**config.mk**
```make
export PLATFORM = sky130hd
export DESIGN_NAME = ipv_expander
export DESIGN_NICKNAME = d
export VERILOG_FILES = /design/src/rtl/ipv_pkg.sv /design/src/rtl/ipv_thermo_decode.sv /design/src/rtl/ipv_expander.sv
export SDC_FILE = /design/constraint.sdc
export NUM_CORES = 1
export LEC_CHECK = 0
export ABC_AREA = 1
export CAP_MARGIN = 20
export CORE_MARGIN = 2
export CORE_UTILIZATION = 40
export DETAILED_ROUTE_END_ITERATION = 8
export PLACE_DENSITY = 0.56
export RECOVER_POWER = 100
export SETUP_SLACK_MARGIN = 0.02
export SLEW_MARGIN = 20
export SYNTH_ARGS = -nofsm -noshare
export SYNTH_HDL_FRONTEND = slang
export SYNTH_HIERARCHICAL = 1
export SYNTH_SLANG_ARGS = --single-unit
```
**constraint.sdc**
```tcl
create_clock -name clk -period 4.1 [get_ports clk]
set_input_delay 0.82 -clock clk [delete_from_list [all_inputs] [get_ports clk]]
set_output_delay 0.82 -clock clk [all_outputs]
set_load 0.02 [all_outputs]
```
**src/rtl/ipv_pkg.sv**
```systemverilog
// Shared types and helpers for the IPV serial link (expander side).
package ipv_pkg;

  localparam int K_MAX = 8;
  localparam int CNT_W = 4;

  typedef enum logic {IDLE, SHIFT} state_e;

  // Frame bookkeeping: only the popcount travels, the raw vector is not kept.
  typedef struct packed {
    logic [CNT_W-1:0] ones;
  } frame_t;

  // vec holds a k-bit code in its low bits; legal iff it equals k MSB-aligned
  // ones of length 'ones' followed by zeros.
  function automatic logic thermo_ok(input logic [K_MAX-1:0] vec,
                                     input logic [CNT_W-1:0] ones,
                                     input int unsigned k);
    logic [K_MAX-1:0] msb_al, ref_code, mask;
    msb_al   = vec << (K_MAX - k);
    ref_code = ~({K_MAX{1'b1}} >> ones);
    mask     = ~({K_MAX{1'b1}} >> k);
    return ((msb_al ^ ref_code) & mask) == '0;
  endfunction

endpackage

```
**src/rtl/ipv_thermo_decode.sv**
```systemverilog
// Combinational thermometer decode: popcount plus legality of the code.
module ipv_thermo_decode
  import ipv_pkg::*;
#(
  parameter int K = 4
) (
  input  logic [K-1:0]     vov,
  output logic [CNT_W-1:0] ones,
  output logic             legal
);

  logic [K_MAX-1:0] vec_ext;

  always_comb begin
    ones = '0;
    for (int i = 0; i < K; i++)
      ones = ones + {{(CNT_W-1){1'b0}}, vov[i]};
  end

  always_comb begin
    vec_ext        = '0;
    vec_ext[K-1:0] = vov;
  end

  assign legal = thermo_ok(vec_ext, ones, K);

endmodule

```
**src/rtl/ipv_expander.sv**
```systemverilog
// Thermometer vector -> serial IPV bits (ones first), with a one-entry
// pending buffer so back-to-back vectors stream without bubbles.
module ipv_expander
  import ipv_pkg::*;
#(
  parameter int K = 4
) (
  input  logic         clk,
  input  logic         rst_n,
  input  logic [K-1:0] vov_in,
  input  logic         vov_valid,
  output logic         vov_ready,
  output logic         ipv_out,
  output logic         ipv_valid,
  input  logic         ipv_ready,
  output logic         ipv_last,
  output logic         code_err
);

  localparam logic [CNT_W-1:0] LAST = CNT_W'(K-1);

  logic [CNT_W-1:0] dec_ones;
  logic             dec_legal;

  ipv_thermo_decode #(.K(K)) u_dec (
    .vov   (vov_in),
    .ones  (dec_ones),
    .legal (dec_legal)
  );

  state_e           state, state_n;
  logic [CNT_W-1:0] cnt, cnt_n;
  frame_t           act_q, act_n, pend_q, pend_n;
  logic             pend_full, pend_full_n;
  logic             acc, hs;

  assign vov_ready = !pend_full;
  assign acc       = vov_valid && vov_ready;
  assign hs        = ipv_valid && ipv_ready;

  always_comb begin
    state_n     = state;
    cnt_n       = cnt;
    act_n       = act_q;
    pend_n      = pend_q;
    pend_full_n = pend_full;
    unique case (state)
      IDLE: begin
        if (acc) begin
          state_n    = SHIFT;
          cnt_n      = '0;
          act_n.ones = dec_ones;
        end
      end
      SHIFT: begin
        if (hs && cnt == LAST) begin
          cnt_n = '0;
          // pending always wins; when it is full no new vector can be accepted
          if (pend_full) begin
            act_n       = pend_q;
            pend_full_n = 1'b0;
          end else if (acc) begin
            act_n.ones = dec_ones;
          end else begin
            state_n = IDLE;
          end
        end else begin
          if (hs) cnt_n = cnt + CNT_W'(1);
          if (acc) begin
            pend_full_n = 1'b1;
            pend_n.ones = dec_ones;
          end
        end
      end
      default: state_n = IDLE;
    endcase
  end

  always_ff @(posedge clk or negedge rst_n) begin
    if (!rst_n) begin
      state     <= IDLE;
      cnt       <= '0;
      act_q     <= '0;
      pend_q    <= '0;
      pend_full <= 1'b0;
      ipv_out   <= 1'b0;
      ipv_valid <= 1'b0;
      ipv_last  <= 1'b0;
      code_err  <= 1'b0;
    end else begin
      state     <= state_n;
      cnt       <= cnt_n;
      act_q     <= act_n;
      pend_q    <= pend_n;
      pend_full <= pend_full_n;
      // outputs are registered copies of the next beat
      ipv_valid <= (state_n == SHIFT);
      ipv_out   <= (state_n == SHIFT) && (cnt_n < act_n.ones);
      ipv_last  <= (state_n == SHIFT) && (cnt_n == LAST);
      code_err  <= acc && !dec_legal;
    end
  end

endmodule

```
==> flow_metrics.py <==
metrics = {
    "worst_hold_path": {
        "hold_path_class": "reg -> reg",
    },
    "run_status": {
        "status": "finished clean",
    },
    "cts": {
        "cts_tree": "done",
        "cts-resized-gates": 0,
        "cts.sinks": 17,
        "worstSkewPairLatency_ns": 0.30,
        "postCtsHoldBufs": 0,
        "numCtsBuffers": 3,
        "htree_levels": 1,
        "clkTransAtPathRegs_ns": 0.11,
        "clockBufferDepth": 2,
        "cts-root-buf": "clkbuf_4",
        "cts_setup_buffers": 0,
    },
    "floorplanning": {
        "io_pins": 13,
        "die_area_um2": 3190,
        "core_um2": 2690,
        "die_w_um": 56.5,
        "die_h_um": 56.5,
        "rows": 19,
        "start_util": 0.410,
    },
    "detailed_routing": {
        "dr.pass1.iters": 4,
        "vias": 890,
        "drc": 0,
        "ant_nets": 0,
        "avgRoutedWirePerCell_um": 11.4,
        "routed_wl_mm": 2.15,
        "via_per_inst": 4.73,
        "first_iter_violations": 14,
    },
    "logic_synthesis": {
        "synth_area_per_cell_um2": 7.75,
        "synth_seq_area_share": 0.386,
        "netlist_area_um2": 1100,
        "synth_cell_types": 29,
        "yosys_warnings": 6,
        "synthCells": 142,
        "syn-num-nets": 158,
        "synth.ff_latch_count": 17,
    },
    "sta": {
        "setup-tns-final_ns": 0,
        "worst_slew_pin_slew_ns": 0.808,
        "setup_violations": 0,
        "fin_crit_sh": 0.757,
        "finClkSkew_ns": 0.00107,
        "rsz0062_at_grt": "false",
        "max_slew_margin": 0.459,
        "period_needed_ns": 3.10,
        "max_freq_ghz": 0.322,
        "drv_slew": 0,
        "finalHoldViolCount": 0,
    },
    "placed_design": {
        "dp_hpwl_mm": 1.68,
        "post-place-cells": 184,
        "place.gp.congestion": 0.800,
        "numPortBuffers": 12,
    },
    "final_layout": {
        "drive_gt1_frac": 0.0573,
        "final_cells": 188,
        "fillerInstances": 287,
        "synthToLayoutAreaGrowth_pct": 13.4,
        "diodes": 0,
        "nets": 174,
    },
    "pwr": {
        "ir_drop_mv": 0.432,
        "power.density_cell_area_nw_per_um2": 706,
        "p_leak_nw": 0.667,
    },
    "setup_path": {
        "path_max_fanout": 3,
        "end_kind": "flip-flop",
        "crit_required_ns": 4.33,
        "path_class": "in -> reg",
        "start_kind": "input pin",
        "cp.arrival_ns": 3.33,
    },
    "grt": {
        "grt_max_degree": 18,
        "grt_pass1_vias": 817,
        "grtUsageTotal": 0.149,
        "antenna_found_initial": 0,
        "grt_pass1_wl_mm": 3.67,
        "grt_overflow_total": 0,
    },
    "run": {
        "max_cap_violations": 0,
    },
}
==> critical path, cell delays in order <==
cell           delay, ns
dlygate4sd3_1       0.60
fa_1                0.49
ha_1                0.21
ha_1                0.31
inv_1               0.06
o211ai_1            0.16
o221ai_1            0.17
ha_1                0.30
nand2_1             0.06
nand2_1             0.04
a21oi_1             0.11
==> state kept, by name, indices dropped and copies added (netlist names) <==
signal and flops:
ipv_out 1, cnt 4, act_q 4, pend_q 4, code_err 1, state 1, ipv_last 1, pend_full 1
==> cells in the final DEF (no fill, tap or decap), types with 2 or more instances in the layout <==
cell type and n:
ha_1 7, clkbuf_4 3, o221ai_1 2, clkdlybuf4s50_1 4, nand3_1 9, dfrtp_1 17
dlygate4sd3_1 8, a21oi_1 2, o21ai_0 6, o211ai_1 4, inv_1 28, nor2_1 10
nor3_1 2, nand2_1 41
==> metal layers <==
| layer | global-route usage | routed length (um) | up-vias |
|---|---|---|---|
| met5 | 0 | 0 | - |
| met4 | 0.0306 | 13 | 0 |
| met3 | 0.0484 | 73 | 2 |
| met2 | 0.216 | 995 | 11 |
| met1 | 0.219 | 1070 | 403 |
| li1 | - | - | 474 |
==> cell type report <==
| cell class | count | area [um2] | share of cell area |
|---|---|---|---|
| clock inverter | 1 | 5.00 | 0.00401 |
| timing repair buffer | 12 | 120 | 0.0962 |
| multi-input combinational | 94 | 523 | 0.419 |
| clock buffer | 3 | 22.5 | 0.0180 |
| inverter | 30 | 114 | 0.0912 |
| tap | 31 | 38.8 | 0.0311 |
| sequential | 17 | 425 | 0.341 |
==> cell usage after synthesis <==
cell type  count  share of area
nor3_1         2         0.0091
mux2_1         1          0.010
nand2_2        3          0.017
buf_4          1         0.0068
o221ai_1       2          0.016
nor3_2         1         0.0091
inv_2          3          0.010
xor2_1         1         0.0080
nand3b_1       1         0.0068
nor2_1         9          0.031
o31ai_1        1         0.0068
inv_4          1         0.0057
nand3_4        1          0.016
o21ai_1        2         0.0091
nand2_4        1          0.010
fa_1           1          0.018
nor2_2         2          0.011
a21oi_1        2         0.0091
dfrtp_1       17           0.39
a22oi_2        1          0.011
o211ai_1       4          0.027
inv_1         26          0.089
conb_1         1         0.0034
ha_1           7          0.080
nand4_1        1         0.0057
nand3_1        8          0.036
o21ai_0        4          0.018
o21a_1         1         0.0068
nand2_1       37           0.13
==> worst paths after layout <==
path | startpoint | to | slack [ns] | cells after the start
max | vov_in[0] | ipv_out | 1.0 | 11
min | pend_q[1] | pend_q[1] | 0.51 | 2
max reg2reg | state | ipv_out | 1.58 | 11
min reg2reg | pend_q[1] | pend_q[1] | 0.51 | 2
max in group asynchronous | rst_n | act_q[1] | 2.56 | 1
min in group asynchronous | rst_n | ipv_last | 1.04 | 1
==> power breakdown <==
part	switching [W]	total, W	leakage (nW)	internal, W
logic	0.000300	0.000490	0.447	0.000190
clock network	0.0000582	0.0000946	0.0177	0.0000364
registers	0.0000523	0.000297	0.203	0.000244
total	0.000410	0.000881	0.667	0.000471
==> stage by stage <==
step	util	power (W)	instance area (um2)	worst slack, ns	hold WS [ns]
after global placement	0.466	0.000811	1250	0.830	0.473
final	0.465	0.000881	1250	0.998	0.511
after floorplan	-	0.000683	1100	1.40	0.453
after CTS	0.476	0.000920	1280	1.09	0.512
after global routing	0.465	0.000979	1250	0.833	0.533
after detailed placement	0.466	0.000823	1250	0.764	0.486
==> cell families after synthesis <==
group           share of synthesized area
mux                                0.0102
buf+inv                             0.111
xor+xnor                          0.00796
flops                               0.386
other cells                       0.00341
fa+ha+maj                          0.0977
compound gates                      0.105
simple gates                        0.278
(Power assumes the default switching activity.)
